$ cat src/rtl/jtag_pkg.sv
// Shared JTAG debug-path types: AXI dispatcher status codes, FSM states and AXI response encodings.
package jtag_pkg;

   typedef enum logic [1:0] {
      AXI_OKAY    = 2'b00,
      AXI_SLVERR  = 2'b01,
      AXI_DECERR  = 2'b10,
      AXI_TIMEOUT = 2'b11
   } axi_dispatch_status_t;

   typedef enum logic [2:0] {
      IDLE,
      WR_REQ,
      WR_RESP,
      RD_REQ,
      RD_RESP,
      RSP
   } axi_dispatch_fsm_t;

   localparam logic [1:0] AXI_RESP_OKAY   = 2'b00;
   localparam logic [1:0] AXI_RESP_EXOKAY = 2'b01;
   localparam logic [1:0] AXI_RESP_SLVERR = 2'b10;
   localparam logic [1:0] AXI_RESP_DECERR = 2'b11;

endpackage

$ cat src/rtl/jtag_axi_dispatch.sv
// AXI4-Lite master sequencer for the JTAG debug path: one command in, one AXI-Lite transaction out,
// one response back, with a watchdog that aborts transactions to hung slaves.
module jtag_axi_dispatch
   import jtag_pkg::*;
#(
   parameter int ADDR_WIDTH     = 32,
   parameter int DATA_WIDTH     = 32,
   parameter int TIMEOUT_CYCLES = 1024
) (
   input  logic                      clk,
   input  logic                      rst,
   input  logic                      cmd_valid,
   output logic                      cmd_ready,
   input  logic                      cmd_wr,
   input  logic [ADDR_WIDTH-1:0]     cmd_addr,
   input  logic [DATA_WIDTH-1:0]     cmd_wdata,
   input  logic [DATA_WIDTH/8-1:0]   cmd_wstrb,
   output logic                      rsp_valid,
   input  logic                      rsp_ready,
   output logic [DATA_WIDTH-1:0]     rsp_rdata,
   output axi_dispatch_status_t      rsp_status,
   output logic [ADDR_WIDTH-1:0]     m_awaddr,
   output logic [2:0]                m_awprot,
   output logic                      m_awvalid,
   input  logic                      m_awready,
   output logic [DATA_WIDTH-1:0]     m_wdata,
   output logic [DATA_WIDTH/8-1:0]   m_wstrb,
   output logic                      m_wvalid,
   input  logic                      m_wready,
   input  logic [1:0]                m_bresp,
   input  logic                      m_bvalid,
   output logic                      m_bready,
   output logic [ADDR_WIDTH-1:0]     m_araddr,
   output logic [2:0]                m_arprot,
   output logic                      m_arvalid,
   input  logic                      m_arready,
   input  logic [DATA_WIDTH-1:0]     m_rdata,
   input  logic [1:0]                m_rresp,
   input  logic                      m_rvalid,
   output logic                      m_rready
);

   localparam int STRB_WIDTH = DATA_WIDTH / 8;
   localparam int CNT_WIDTH  = (TIMEOUT_CYCLES > 0) ? $clog2(TIMEOUT_CYCLES + 1) : 1;
   localparam logic [CNT_WIDTH-1:0] CNT_LAST =
      (TIMEOUT_CYCLES > 0) ? CNT_WIDTH'(TIMEOUT_CYCLES - 1) : '0;

   function automatic axi_dispatch_status_t map_resp(input logic [1:0] resp);
      case (resp)
         AXI_RESP_SLVERR: map_resp = AXI_SLVERR;
         AXI_RESP_DECERR: map_resp = AXI_DECERR;
         default:         map_resp = AXI_OKAY;   // OKAY and EXOKAY both report success
      endcase
   endfunction

   function automatic logic [CNT_WIDTH-1:0] sat_inc(input logic [CNT_WIDTH-1:0] v);
      sat_inc = (&v) ? v : v + CNT_WIDTH'(1);
   endfunction

   axi_dispatch_fsm_t     state_q, state_d;
   logic                  aw_done_q, w_done_q;
   logic [CNT_WIDTH-1:0]  cnt_q;
   logic [ADDR_WIDTH-1:0] addr_q;
   logic [DATA_WIDTH-1:0] wdata_q;
   logic [STRB_WIDTH-1:0] wstrb_q;
   logic [DATA_WIDTH-1:0] rsp_rdata_q;
   axi_dispatch_status_t  rsp_status_q;
   logic                  cmd_fire, active, expired;

   assign cmd_fire = cmd_valid & cmd_ready;
   assign active   = (state_q == WR_REQ) || (state_q == WR_RESP) ||
                     (state_q == RD_REQ) || (state_q == RD_RESP);
   // Expiry is flagged on the last counted cycle so the abort lands exactly TIMEOUT_CYCLES after issue.
   assign expired  = (TIMEOUT_CYCLES > 0) && (cnt_q >= CNT_LAST);

   always_ff @(posedge clk or posedge rst) begin
      if (rst) state_q <= IDLE;
      else     state_q <= state_d;
   end

   always_comb begin
      state_d   = state_q;
      cmd_ready = 1'b0;
      m_awvalid = 1'b0;
      m_wvalid  = 1'b0;
      m_arvalid = 1'b0;
      rsp_valid = 1'b0;
      unique case (state_q)
         IDLE: begin
            cmd_ready = 1'b1;
            if (cmd_valid) state_d = cmd_wr ? WR_REQ : RD_REQ;
         end
         WR_REQ: begin
            m_awvalid = ~aw_done_q;
            m_wvalid  = ~w_done_q;
            if (expired)
               state_d = RSP;
            else if ((aw_done_q | m_awready) & (w_done_q | m_wready))
               state_d = WR_RESP;
         end
         WR_RESP: begin
            if (m_bvalid || expired) state_d = RSP;
         end
         RD_REQ: begin
            m_arvalid = 1'b1;
            if (expired)        state_d = RSP;
            else if (m_arready) state_d = RD_RESP;
         end
         RD_RESP: begin
            if (m_rvalid || expired) state_d = RSP;
         end
         RSP: begin
            rsp_valid = 1'b1;
            if (rsp_ready) state_d = IDLE;
         end
         default: state_d = IDLE;
      endcase
   end

   // Handshake tracking, watchdog and response capture; a response beating expiry keeps its own status.
   always_ff @(posedge clk or posedge rst) begin
      if (rst) begin
         aw_done_q    <= 1'b0;
         w_done_q     <= 1'b0;
         cnt_q        <= '0;
         rsp_rdata_q  <= '0;
         rsp_status_q <= AXI_OKAY;
      end else begin
         if (cmd_fire) begin
            aw_done_q   <= 1'b0;
            w_done_q    <= 1'b0;
            cnt_q       <= '0;
            rsp_rdata_q <= '0;
         end else if (active) begin
            cnt_q <= sat_inc(cnt_q);
         end
         if (m_awvalid && m_awready) aw_done_q <= 1'b1;
         if (m_wvalid && m_wready)   w_done_q  <= 1'b1;
         if (state_q == WR_RESP && m_bvalid) begin
            rsp_status_q <= map_resp(m_bresp);
         end else if (state_q == RD_RESP && m_rvalid) begin
            rsp_status_q <= map_resp(m_rresp);
            rsp_rdata_q  <= m_rdata;
         end else if (active && expired) begin
            rsp_status_q <= AXI_TIMEOUT;
         end
      end
   end

   always_ff @(posedge clk) begin
      if (cmd_fire) begin
         addr_q  <= cmd_addr;
         wdata_q <= cmd_wdata;
         wstrb_q <= cmd_wstrb;
      end
   end

   assign m_awaddr   = addr_q;
   assign m_araddr   = addr_q;
   assign m_wdata    = wdata_q;
   assign m_wstrb    = wstrb_q;
   assign m_awprot   = 3'b000;
   assign m_arprot   = 3'b000;
   // Ready stays high in every state so stray beats after an abort drain harmlessly.
   assign m_bready   = 1'b1;
   assign m_rready   = 1'b1;
   assign rsp_rdata  = rsp_rdata_q;
   assign rsp_status = rsp_status_q;

endmodule
$ cat config.mk
export PLATFORM = sky130hd
export DESIGN_NAME = jtag_axi_dispatch
export DESIGN_NICKNAME = d
export VERILOG_FILES = /design/src/rtl/jtag_pkg.sv /design/src/rtl/jtag_axi_dispatch.sv
export SDC_FILE = /design/constraint.sdc
export NUM_CORES = 1
export LEC_CHECK = 0
export BUFFER_PORTS_ARGS = -buffer_cell sky130_fd_sc_hd__buf_2
export CORE_MARGIN = 4
export CORE_UTILIZATION = 48
export DETAILED_ROUTE_END_ITERATION = 10
export HOLD_SLACK_MARGIN = 0.15
export PLACE_DENSITY = 0.85
export SLEW_MARGIN = 20
export SYNTH_ARGS = -nofsm -noshare
export SYNTH_HDL_FRONTEND = slang
export SYNTH_SLANG_ARGS = --single-unit
export TNS_END_PERCENT = 1
$ cat constraint.sdc
create_clock -name clk -period 4.45 [get_ports clk]
set_input_delay 0.445 -clock clk [delete_from_list [all_inputs] [get_ports clk]]
set_output_delay 0.445 -clock clk [all_outputs]
set_load 0.01 [all_outputs]
==> flow_summary.toml <==
[run]
maxCapViolations = 0

[worst_setup_path]
critPathKind = "reg -> reg"
crit_path_end_kind = "register"
worstPathArrival_ns = 3.11
slowest_stage = "inv_2"
max_stage_delay_ns = 0.77
cp-start-kind = "register"
cpMostUsedCell = "inv_2"
r2r_slack_ns = 1.54
cp_top_family = "buffers and inverters"
cp_cell_sequence = "or3_1, inv_2, nand2_4, inv_2, buf_12"
rr_endpoint = "m_wdata[6]"
startpoint = "state_q[1]"
ff2ff_path_depth = 5
cp_num_buf_inv = 3
reg2reg_from = "state_q[1]"
cp_data_required_time_ns = 4.65
cp_max_fo = 44

[min_path]
min_path_type = "in -> reg"
min_from = "m_rdata[4]"
holdPathEnd = "rsp_rdata[4]"
hold_depth = 3

[synthesis]
ys_seq_area_frac = 0.693
async_flop_share = 0.424
ys_ff_latch = 118
synth_edf_count = 68
synth_area_um2 = 4750
synthCells = 383
ys_types = 50
ys.flop_type = "edfxtp_1"
ys_warn_count = 0
avgSynthCellArea_um2 = 12.4

[timing]
fmax_mhz = 343
rsz0062_at_grt = "no"
finalHoldViolCount = 0
finalCritPeriodShare = 0.654
min_period_ns = 2.91
relSlewSlack = 0.375
tightest_slew_ns = 0.936
finalSetupViolCount = 0
fin_skew_ns = 0.00833
setup_tns_ns = 0
drv_slew = 0

[placed_design]
post-dp-hpwl_um = 9780
port_buffers = 252
gp_congestion = 0.785

[cts]
insertion_delay_ns = 0.51
htreeDepth = 4
cts_resized = 0
clk_pin_slew_ns = 0.06
clock-sinks = 118
cts_buffer_depth = 2
cts-buffers-inserted = 17
cts_root_buf = "clkbuf_8"
cts_tree = "built"

[global_routing]
track_usage = 0.285
grt_pass1_wl_um = 24500
grt_pass1_vias = 4411
overflow = 0
grt_max_degree = 68
antenna_found_initial = 0

[floorplan]
rows = 36
die_height_um = 108
start_util = 0.488
core-area_um2 = 9730
dieArea_um2 = 11600
die_x_um = 108
pin_count = 261

[power]
cellPowerDensity_nw_per_um2 = 579
ir_drop_mv = 0.378
power_leakage_nw = 3.42
finalPower_mw = 4.31

[route]
first_pass_iters = 4
drcViolationCount = 0
ant_nets = 0
drt_iter0_drc = 336
via_per_inst = 5.03
finalWirelength_um = 16400
vias = 4271
wl_per_cell_um = 19.3

[cells_and_area]
area_growth_pct = 56.6
drive_above_1_share = 0.412
diodes = 0
nets = 818

[status]
status = "completed"
==> timing repair <==
item,CTS,global route
buffers inserted,0,0
hold buffers,94,1
hold endpoints to repair,94,1
==> registers in the layout, indices dropped and copies added (netlist names) <==
| register | count |
|---|---|
| state_q | 3 |
| w_done_q | 1 |
| rsp_rdata | 32 |
| m_araddr | 32 |
| aw_done_q | 1 |
| cnt_q | 11 |
| m_wdata | 32 |
| m_wstrb | 4 |
| rsp_status | 2 |
==> area by class of cell <==
class,instances,area (µm²)
clock buffer,19,422
clock inverter,13,204
fill,586,2290
inverter,7,27.5
multi-input combinational,210,1090
sequential,118,3290
tap,133,166
timing repair buffer,349,2240
==> tightest hold or removal path, stage by stage <==
cell and delay, ns:
buf_2 0.07, nand2_1 0.04, o21ai_1 0.06
==> how the worst max path moves through the flow <==
stage | cells past startpoint | endpoint | slack, ns
6_report | 5 | m_wdata[6] | 1.54
3_3_place_gp | 5 | m_araddr[17] | 1.67
3_5_place_dp | 5 | m_wstrb[1] | 1.57
2_1_floorplan | 5 | m_araddr[0] | 2.13
5_1_grt | 5 | m_araddr[6] | 1.37
4_1_cts | 5 | m_wdata[6] | 1.55
==> stage by stage <==
| step | hold slack [ns] | util | worst slack, ns | area [µm²] | cells |
|---|---|---|---|---|---|
| floorplan | 0.466 | - | 2.13 | 4770 | 389 |
| detailed placement | 0.482 | 0.603 | 1.57 | 5860 | 722 |
| finish | 0.166 | 0.765 | 1.54 | 7440 | 849 |
| global route | 0.182 | 0.765 | 1.37 | 7440 | 849 |
| CTS | 0.155 | 0.764 | 1.55 | 7430 | 848 |
| global placement | 0.479 | 0.603 | 1.67 | 5860 | 722 |
==> cells in the mapped netlist (all sizes together), types with 2 or more instances <==
master,n,area share
nand2,81,0.066
edfxtp,68,0.43
buf,50,0.075
dfrtp,50,0.26
o21ai,43,0.046
nor2,14,0.011
a21oi,12,0.013
inv,7,0.0055
nand3,6,0.0074
nor3,5,0.0063
clkbuf,4,0.0032
o211ai,4,0.0074
xnor2,4,0.0074
nand4,3,0.0039
nor2b,3,0.0039
and2,2,0.0026
conb,2,0.0016
nor4,2,0.0039
o22ai,2,0.0026
or3,2,0.0026
==> cell families after synthesis <==
family	after synthesis	synth area share
xor gates and xnor gates	5	0.00921
muxes	2	0.00448
AOI/OAI and AO/OA	69	0.0850
DFF	118	0.693
and+or+nand+nor	125	0.120
buffers and inverters	61	0.0837
other	2	0.00158
adders and majority gates	1	0.00263
==> power breakdown <==
group          leakage [nW]  switching (mW)  total, mW  internal, mW
sequential             1.26           0.211       1.67          1.46
combinational          1.86           0.700       1.18         0.480
clock                 0.296           0.490       1.45         0.964
==> placed cells by master (no fill, tap or decap), types with 4 or more instances in the layout <==
cell type / instances
xnor2_1: 4
o21ai_0: 11
nor2_1: 14
edfxtp_1: 68
inv_1: 4
clkbuf_16: 16
dlygate4sd3_1: 95
nor3_1: 4
o21ai_1: 31
nand2_1: 79
bufinv_16: 5
conb_1: 8
dfrtp_1: 50
buf_2: 252
a21oi_1: 12
nand3_1: 5
==> metal layers <==
layer | global-route usage | up-vias | share of wire
li1 | - | 1930 | -
met4 | 0.143 | 0 | 0.038
met3 | 0.0708 | 49 | 0.081
met2 | 0.496 | 253 | 0.52
met5 | 0 | - | 0
met1 | 0.325 | 2039 | 0.36
Note: power is estimated with default switching activity, not from simulation.
